## config.mk

```make
export PLATFORM = sky130hd
export DESIGN_NAME = mt_thread_sched
export DESIGN_NICKNAME = d
export VERILOG_FILES = /design/src/rtl/mt_thread_sched_pkg.sv /design/src/rtl/mt_thread_sched_rr_pick.sv /design/src/rtl/mt_thread_sched.sv
export SDC_FILE = /design/constraint.sdc
export NUM_CORES = 1
export LEC_CHECK = 0
export ABC_AREA = 0
export CAP_MARGIN = 20
export CORE_AREA = 4 4 83 100
export DETAILED_ROUTE_END_ITERATION = 10
export DIE_AREA = 0 0 87 104
export PLACE_DENSITY_LB_ADDON = 0.12
export SETUP_SLACK_MARGIN = 0.15
export SYNTH_ARGS = -nofsm -noshare
export SYNTH_HDL_FRONTEND = slang
export SYNTH_SLANG_ARGS = --single-unit
export TNS_END_PERCENT = 1
```

## constraint.sdc

```tcl
create_clock -name clk -period 7.2 [get_ports clk]
set_input_delay 0.72 -clock clk [delete_from_list [all_inputs] [get_ports clk]]
set_output_delay 0.72 -clock clk [all_outputs]
set_load 0.03 [all_outputs]
```

## src/rtl/mt_thread_sched_pkg.sv

```systemverilog
// Shared barrel-fetch constants used by mt_pc and mt_thread_sched.
//   NUM_THREADS  : hardware thread count
//   BITS_THREADS : thread-id width
//   PIPE_DEPTH   : fetch pipeline depth, default minimum re-issue gap
package mt_thread_sched_pkg;

  localparam int unsigned NUM_THREADS  = 8;
  localparam int unsigned BITS_THREADS = $clog2(NUM_THREADS);
  localparam int unsigned PIPE_DEPTH   = 5;

  // Cooldown counter width able to hold gap-1 with headroom
  function automatic int unsigned cool_bits(input int unsigned gap);
    return $clog2(gap) + 1;
  endfunction

endpackage

```

## src/rtl/mt_thread_sched_rr_pick.sv

```systemverilog
// Round-robin picker: first set bit of i_elig at or after i_start, wrapping.
//   i_elig  : eligible-thread vector
//   i_start : index where the scan begins
//   o_found : at least one eligible thread
//   o_idx   : chosen thread index (valid when o_found)
module rr_pick #(
  parameter int unsigned N = 8,
  parameter int unsigned W = $clog2(N)
) (
  input  logic [N-1:0] i_elig,
  input  logic [W-1:0] i_start,
  output logic         o_found,
  output logic [W-1:0] o_idx
);

  localparam int unsigned WE = W + 1;

  logic [N-1:0] w_rot;
  logic [W-1:0] w_off;

  // (a + b) mod N for a, b < N
  function automatic logic [W-1:0] wrap_add(input logic [W-1:0] a, input logic [W-1:0] b);
    logic [WE-1:0] s;
    s = {1'b0, a} + {1'b0, b};
    if (s >= WE'(N)) s = s - WE'(N);
    return W'(s);
  endfunction

  // Rotate so bit 0 is the scan start
  always_comb begin
    w_rot = '0;
    for (int k = 0; k < N; k++) begin
      w_rot[k] = i_elig[wrap_add(i_start, W'(k))];
    end
  end

  // Lowest-index priority encode of the rotated vector
  always_comb begin
    o_found = 1'b0;
    w_off   = '0;
    for (int k = N - 1; k >= 0; k--) begin
      if (w_rot[k]) begin
        o_found = 1'b1;
        w_off   = W'(k);
      end
    end
  end

  assign o_idx = wrap_add(i_start, w_off);

endmodule

```

## src/rtl/mt_thread_sched.sv

```systemverilog
// Barrel thread scheduler: round-robin over active threads with per-thread
// cooldown so no thread re-issues within MIN_GAP non-stall cycles.
//   clk, rst          : clock, async active-low reset
//   stall_f           : freezes selection and cooldowns
//   start_valid/_tid  : activate a thread
//   halt_valid/_tid   : deactivate a thread (wins over same-tid start)
//   tid, tid_valid    : registered issue slot (tid_valid=0 is a bubble)
//   active_mask       : registered active bits
//   idle              : no active thread
module mt_thread_sched #(
  parameter int unsigned NUM_THREADS  = mt_thread_sched_pkg::NUM_THREADS,
  parameter int unsigned BITS_THREADS = $clog2(NUM_THREADS),
  parameter int unsigned MIN_GAP      = mt_thread_sched_pkg::PIPE_DEPTH,
  parameter logic [NUM_THREADS-1:0] BOOT_MASK = {{(NUM_THREADS-1){1'b0}}, 1'b1}
) (
  input  logic                    clk,
  input  logic                    rst,
  input  logic                    stall_f,
  input  logic                    start_valid,
  input  logic [BITS_THREADS-1:0] start_tid,
  input  logic                    halt_valid,
  input  logic [BITS_THREADS-1:0] halt_tid,
  output logic [BITS_THREADS-1:0] tid,
  output logic                    tid_valid,
  output logic [NUM_THREADS-1:0]  active_mask,
  output logic                    idle
);

  import mt_thread_sched_pkg::*;

  localparam int unsigned COOL_W = cool_bits(MIN_GAP);
  localparam logic [COOL_W-1:0]       COOL_RELOAD  = COOL_W'(MIN_GAP - 1);
  localparam logic [BITS_THREADS-1:0] LAST_TID_RST = BITS_THREADS'(NUM_THREADS - 1);

  logic [BITS_THREADS-1:0] r_last_tid;
  logic [COOL_W-1:0]       r_cool [NUM_THREADS];

  logic [NUM_THREADS-1:0]  w_elig;
  logic [NUM_THREADS-1:0]  w_active_next;
  logic [BITS_THREADS-1:0] w_start_idx;
  logic                    w_found;
  logic [BITS_THREADS-1:0] w_pick;

  // Eligibility uses pre-edge state only
  always_comb begin
    w_elig = '0;
    for (int i = 0; i < NUM_THREADS; i++) begin
      w_elig[i] = active_mask[i] && (r_cool[i] == '0);
    end
  end

  // Start then halt, so halt wins on a same-tid collision
  always_comb begin
    w_active_next = active_mask;
    if (start_valid) w_active_next[start_tid] = 1'b1;
    if (halt_valid)  w_active_next[halt_tid]  = 1'b0;
  end

  assign w_start_idx = (r_last_tid == LAST_TID_RST) ? '0 : r_last_tid + 1'b1;

  rr_pick #(
    .N (NUM_THREADS),
    .W (BITS_THREADS)
  ) u_rr_pick (
    .i_elig  (w_elig),
    .i_start (w_start_idx),
    .o_found (w_found),
    .o_idx   (w_pick)
  );

  // Issue, cooldown and active-mask state
  always_ff @(posedge clk or negedge rst) begin
    if (!rst) begin
      tid         <= '0;
      tid_valid   <= 1'b0;
      r_last_tid  <= LAST_TID_RST;
      active_mask <= BOOT_MASK;
      for (int j = 0; j < NUM_THREADS; j++) r_cool[j] <= '0;
    end else begin
      active_mask <= w_active_next;
      if (!stall_f) begin
        tid_valid <= w_found;
        if (w_found) begin
          tid        <= w_pick;
          r_last_tid <= w_pick;
        end
        for (int j = 0; j < NUM_THREADS; j++) begin
          if (w_found && (w_pick == BITS_THREADS'(j))) r_cool[j] <= COOL_RELOAD;
          else if (r_cool[j] != '0)                      r_cool[j] <= r_cool[j] - 1'b1;
        end
      end
    end
  end

  assign idle = (active_mask == '0);

endmodule

```

# Word-level counts from Yosys, hierarchy flattened
# Cells that the tools add are included.
# classes
addsub	26
multipliers	0
n_div	0
order_cmp	21
n_eq_ne	8
shift	0
mux	64
n_bitwise	4
reduce_logical	53
# op_table
cell	count
$mux 4	16
$mux 3	18
$lt 3x4->1 const B	10
$ge 4x4->1 const B	8
$logic_not 4->1	8
$reduce_bool 4->1	8
$sub 4x1->4 const B	8
$sub 3x1->3 const B	9
$bmux 1 s3	8
$logic_and 1x1->1	18
$mux 1	18
$reduce_and 2->1	9
$add 3x3->4 const B	4
$mux 8	2
$reduce_bool 2->1	8
$eq 3x3->1 const B	5
$add 3x2->4 const B	2
$and 8x8->8	1
$logic_not 8->1	1
$not 8->8	1
$or 8x8->8	1
$demux 1 s3	2
$eq 3x2->1 const B	2
$ge 3x1->1 const B	2
other kinds (7)	7
# totals
regBits	47
latch_bits	0
ramBits	0
romBits	0
in_bits	11
out_inout_bits	13
mem_count	0

# Logic depth before layout (Yosys ltp)
# logic_depth
word_depth	22
depth_mapped	18
ltp_nobuf	17

# Hierarchy
# From an unflattened synthesis, not the netlist that was laid out.
# hier_totals
hier_cells	350
area_unflattened_um2	3460.8
# by_module_without_submodules
mod	instances	cells_each	area_each_um2	seq_area_each_um2
mt_thread_sched	1	271	2682.6	1181.1
rr_pick	1	79	778.2	0.0

# Least setup slack after synthesis
# OpenSTA, ideal clock, no wires.
# synth_path
path_type	register to register
start	reg r_last_tid[0]
end	reg r_cool[13] (netlist name)
t_arrival_ns	3.919
required_time_ns	7.037
path_slack_ns	3.118
stages_incl_launch_ff	16
path_buffers	0
path_cell_list	dfstp_2 -> ha_1 -> ha_1 -> nor2b_1 -> inv_1 -> ha_1 -> mux4_2 -> mux2i_1 -> a31oi_1 -> o311ai_1 -> and3_1 -> ha_1 -> inv_1 -> fa_1 -> nor3b_1 -> a221oi_2
# synth_via
elab_chain_cells	22
elab_cells_between_ends	75
cone_classes	add/sub (18); order compare (9); eq/ne (2); mux (43); reduce/logical (3)
# synth_rtl
element	line_no	source
from (decl)	mt_thread_sched.sv:35	logic [BITS_THREADS-1:0] r_last_tid;
from (signal assigned)	mt_thread_sched.sv:85	r_last_tid <= w_pick;
$add 3x1->3 or $eq 3x3->1 (tied branches)	mt_thread_sched.sv:59	assign w_start_idx = (r_last_tid == LAST_TID_RST) ? '0 : r_last_tid + 1'b1;
$mux 3 *	mt_thread_sched.sv:59	
$add 3x3->4	mt_thread_sched_rr_pick.sv:24	s = {1'b0, a} + {1'b0, b};
$ge 4x4->1 or $sub 3x1->3 (tied branches)	mt_thread_sched_rr_pick.sv:25	if (s >= WE'(N)) s = s - WE'(N);
$mux 3	mt_thread_sched_rr_pick.sv:25	
$bmux 1 s3	mt_thread_sched_rr_pick.sv:33	w_rot[k] = i_elig[wrap_add(i_start, W'(k))];
$mux 1 (not written as such)	mt_thread_sched_rr_pick.sv:33	
$mux 3 (8 in a row)	mt_thread_sched_rr_pick.sv:42	if (w_rot[k]) begin
$add 3x3->4	mt_thread_sched_rr_pick.sv:24	
$ge 4x4->1 or $sub 3x1->3 (tied branches)	mt_thread_sched_rr_pick.sv:25	
$mux 3	mt_thread_sched_rr_pick.sv:25	
$eq 3x3->1	mt_thread_sched.sv:88	if (w_found && (w_pick == BITS_THREADS'(j))) r_cool[j] <= COOL_RELOAD;
$logic_and 1x1->1 *	mt_thread_sched.sv:88	
$reduce_bool 2->1 (no line)	n/a	
$reduce_and 2->1 (no line)	n/a	
to (signal, indexed assignment)	mt_thread_sched.sv:88	
to (decl)	mt_thread_sched.sv:36	logic [COOL_W-1:0] r_cool [NUM_THREADS];
# Every way passes the cells marked *; elsewhere a longest branch is shown, timed or not. The select of a mux whose other input is x is not followed.
# A chain may end at the register's enable or synchronous reset.

# Final worst setup path
# layout_path
start	reg r_last_tid[0]
end	reg r_cool[15] (netlist name)
# The elaborated chain is that of the path after synthesis.

==> reports/results.txt <==
The cell count after synthesis was 324; the reg2reg setup slack was 2.36 ns. Of the available clock period, the critical path in the final layout requires 67.18%. Once detailed placement completed, the half-perimeter wirelength came to 5740 µm. In this run the standard cell core region covers 0.007274 mm².

The hold-fix buffer count after cts is 0, and the arrival time reported for the critical path endpoint is 4.97 ns. The tree built by TritonCTS fans out to 47 sinks. The count of final hold-check violations was 0; the max-cap check violation count was 0. The proportion of synthesized flip-flops having asynchronous set or reset is 100.0%, and the highest net fanout along the worst path is 8.

The number of H-tree levels was 2; the overall fraction of global-route tracks in use was 18.32%. The worst setup path is captured at a flip-flop. In the final layout, the multi-input gates occupy 0.001891 mm². Of the total synthesized cell area, the portion taken by full adders, half adders and majority gates is 8.398%.

After synthesis the netlist holds a flip-flop and latch count of 47. In this run the critical register-to-register path is launched from r_last_tid[0]. The fraction of layout instances using a drive strength above 1 is 8.883%, and the count of unique library cells instantiated by Yosys is 45. The floorplan has 34 rows. The number of gates given a new drive strength after cts is 0, and the final count of pins violating max slew is 0. After clock tree synthesis, the clock-pin slew on the worst setup and hold paths is 0.09 ns. STA classifies the critical path startpoint as a flip-flop. After synthesis, the largest family of logic cells by area is compound AO/OA/AOI/OAI gates.

The run gives 49.38% as the core occupancy in the finished layout. In the routed layout, each cell is associated on average with a via count of 5.977. STA puts the critical path data required time at 7.33 ns. For the worst-skew pair, the clock arrives at the later sink with an insertion delay of 0.30 ns. The actual slew at the worst max-slew pin was 1.033 ns.

The portion of the post-synthesis area used by sequential elements was 36.70%. The count of nets left with antenna violations once routing finished came out at 0. The die boundary width is 87 µm.

The clock skew is 0.006198 ns, and the area share of xor/xnor cells in the synthesized design is 6.260%. Global routing used 31.38% of the available met2 tracks. The violation count after the first detailed-routing iteration was 90; the total global routing overflow was 0. Wires add up to 7766 µm. For the summed negative setup slack over all endpoints, the log shows 0 ns.

The number of nets in the synthesized netlist is 356. In the final design database the tool counted 380 nets. For this run, global-route usage on met3 was measured as 2.377%.

Setup repair after global routing left no endpoint under its margin. The global routing stage identified its most utilized layer as met2. The most used flip-flop cell after synthesis is sky130_fd_sc_hd__dfrtp_1.

Number of CTS-inserted buffers: 5. The die covers 0.009048 mm². At the end of routability-driven placement, the weighted congestion stood at 0.9187. The post-route worst setup slack was 2.363 ns; the height of the die was 104 µm. The average instance area after synthesis was 9.932 µm². The logs give 48 for the maximum number of pins on one net before global-route repair and 0 for the count of yosys warnings during synthesis. At the placement stage, the worst setup path has a slack of 2.359 ns. Tightest hold margin: 0.4891 ns. The classification of the worst-slack hold path is reg -> reg. Initial antenna violation count: 0. The count of buffers added on input and output ports is 23. The final-layout fill cell count is 704, and the setup violation total in the final timing report is 0.

The smallest clock period supported by the final layout is computed as 4.837 ns. The number of remaining DRC errors was 0. The logs give 2 for the clock tree buffer depth and 2687 for the number of global-route vias before repair. For the first-pass iteration count of the detailed router, the log shows 7.

After detailed routing, the average wire length per cell comes to 17.69 µm. Global routing used 22.80% of the available met1 tracks. The tools report the register area as 0.001181 mm².

The run finished with clean final reports. The most critical setup path has its startpoint at r_last_tid[0]. TritonCTS built the clock tree. Compared with the post-synthesis result, the final layout area differs by 11.63%. The first global-routing pass estimated 13120 µm of wire. Across all layers, the routed design uses 2624 vias. The mux contribution to synthesized area is 8.437%. Start point of the worst hold path: r_last_tid[1]. Initial core utilization: 44.24%. Derived from the worst setup path, the maximum achievable clock frequency is 206.8 MHz. Yosys mapped a number of flops with a built-in enable equal to 0.

Compound-cell area share of the yosys netlist: 18.31%. After clock tree synthesis, the setup repair step added 0 buffers. The worst pin sits at a relative slew slack of 31.01%.

The number of inserted diodes came out at 0. The mapped netlist covers 0.003218 mm². The synthesized netlist devotes 17.34% of its cell area to simple gates. The kind of critical path is reg -> reg. Cell chosen for the clock root: sky130_fd_sc_hd__clkbuf_8. The tools report the number of top-level pins as 24.
[state kept, by name, summed over array words and instances, names as in the netlist]
signal	cells
active_mask	8
r_cool	32
r_last_tid	3
tid	3
tid_valid	1
[worst max-delay path, stage by stage, from the launching register on]
cell,delay (ns)
sky130_fd_sc_hd__dfstp_2,0.58
sky130_fd_sc_hd__ha_1,0.15
sky130_fd_sc_hd__ha_1,0.26
sky130_fd_sc_hd__or2_1,0.39
sky130_fd_sc_hd__mux4_2,0.57
sky130_fd_sc_hd__mux2i_1,0.30
sky130_fd_sc_hd__a31oi_1,0.14
sky130_fd_sc_hd__o311ai_1,0.24
sky130_fd_sc_hd__and3_1,0.20
sky130_fd_sc_hd__ha_1,0.13
sky130_fd_sc_hd__inv_1,0.04
sky130_fd_sc_hd__fa_1,0.62
sky130_fd_sc_hd__nor3b_1,0.87
sky130_fd_sc_hd__a21oi_1,0.16
[layout by cell type, fill, tap and decap left out, types with 4 or more instances in the layout]
master,n
sky130_fd_sc_hd__nor4bb_1,8
sky130_fd_sc_hd__dfstp_2,4
sky130_fd_sc_hd__xnor2_1,12
sky130_fd_sc_hd__nand2_1,14
sky130_fd_sc_hd__mux4_2,6
sky130_fd_sc_hd__inv_1,24
sky130_fd_sc_hd__mux2i_1,5
sky130_fd_sc_hd__a221oi_2,6
sky130_fd_sc_hd__nor2b_1,8
sky130_fd_sc_hd__a31oi_1,18
sky130_fd_sc_hd__dfrtp_1,43
sky130_fd_sc_hd__clkdlybuf4s50_1,22
sky130_fd_sc_hd__xor2_1,11
sky130_fd_sc_hd__or3_1,4
sky130_fd_sc_hd__nand4bb_1,8
sky130_fd_sc_hd__nor3_1,17
sky130_fd_sc_hd__a21o_1,8
sky130_fd_sc_hd__ha_1,20
sky130_fd_sc_hd__nor2_1,22
sky130_fd_sc_hd__a21oi_1,44
sky130_fd_sc_hd__clkbuf_8,5
[metal layers]
layer,share of wire (%),up-vias
li1,-,1247
met1,44,1301
met2,50,62
met3,2.9,14
met4,2.6,0
met5,0,-
[synthesized netlist by cell type (2+ instances only)]
cell type	n	area share, %
sky130_fd_sc_hd__nor3b_1	2	0.47
sky130_fd_sc_hd__or2_1	2	0.39
sky130_fd_sc_hd__ha_1	20	7.8
sky130_fd_sc_hd__xor2_1	11	3.0
sky130_fd_sc_hd__buf_1	2	0.23
sky130_fd_sc_hd__buf_6	3	1.0
sky130_fd_sc_hd__mux2_2	3	1.0
sky130_fd_sc_hd__or3_1	4	0.78
sky130_fd_sc_hd__a21o_1	8	1.9
sky130_fd_sc_hd__and3_1	2	0.39
sky130_fd_sc_hd__mux2_1	2	0.70
sky130_fd_sc_hd__nand4bb_1	8	2.8
sky130_fd_sc_hd__nor3_1	17	2.6
sky130_fd_sc_hd__or2_0	2	0.39
sky130_fd_sc_hd__nor2_1	22	2.6
sky130_fd_sc_hd__a31oi_1	18	3.5
sky130_fd_sc_hd__xnor2_1	12	3.3
sky130_fd_sc_hd__nor4bb_1	8	2.5
sky130_fd_sc_hd__o2bb2ai_1	2	0.54
sky130_fd_sc_hd__dfrtp_1	43	33
sky130_fd_sc_hd__a211oi_1	2	0.47
sky130_fd_sc_hd__mux2_4	2	0.93
sky130_fd_sc_hd__or4_1	3	0.70
sky130_fd_sc_hd__dfstp_2	4	3.3
sky130_fd_sc_hd__a41oi_1	2	0.54
sky130_fd_sc_hd__nand2_1	14	1.6
sky130_fd_sc_hd__nor2b_1	8	1.6
sky130_fd_sc_hd__a21oi_1	44	6.8
sky130_fd_sc_hd__mux2i_1	5	1.6
sky130_fd_sc_hd__inv_1	24	2.8
sky130_fd_sc_hd__a221oi_2	6	2.8
sky130_fd_sc_hd__mux4_2	6	4.2
[cell type report]
| class | instances | share of cell area, % |
|---|---|---|
| Clock buffer | 7 | 2.125 |
| Clock inverter | 1 | 0.1393 |
| Inverter | 25 | 2.612 |
| Multi-Input combinational cell | 245 | 52.63 |
| Sequential cell | 47 | 32.88 |
| Tap cell | 90 | 3.135 |
| Timing Repair Buffer | 24 | 6.479 |
[kinds of logic after synthesis]
| family | count (synthesis) |
|---|---|
| AND/OR/NAND/NOR | 95 |
| buffers and inverters | 32 |
| flip-flops | 47 |
| XOR/XNOR | 23 |
| adder cells (fa/ha/maj) | 21 |
| AO/OA/AOI/OAI | 88 |
| multiplexers | 18 |
[through the flow]
step / cell area [µm²] / instances
finish: 3592 / 439
floorplan: 3218 / 324
CTS: 3592 / 439
global route: 3592 / 439
global placement: 3511 / 431
detailed placement: 3511 / 431
[path summary, 6_finish.rpt]
check	endpoint	depth (start not counted)
max	r_cool[15]	13
min	r_last_tid[1]	2
max reg2reg	r_cool[15]	13
min reg2reg	r_last_tid[1]	2
max in group asynchronous	r_cool[10]	2
min in group asynchronous	active_mask[7]	2
Power is not shown: default switching activity piles up to over one toggle a cycle in this logic, so the estimate is an artifact.
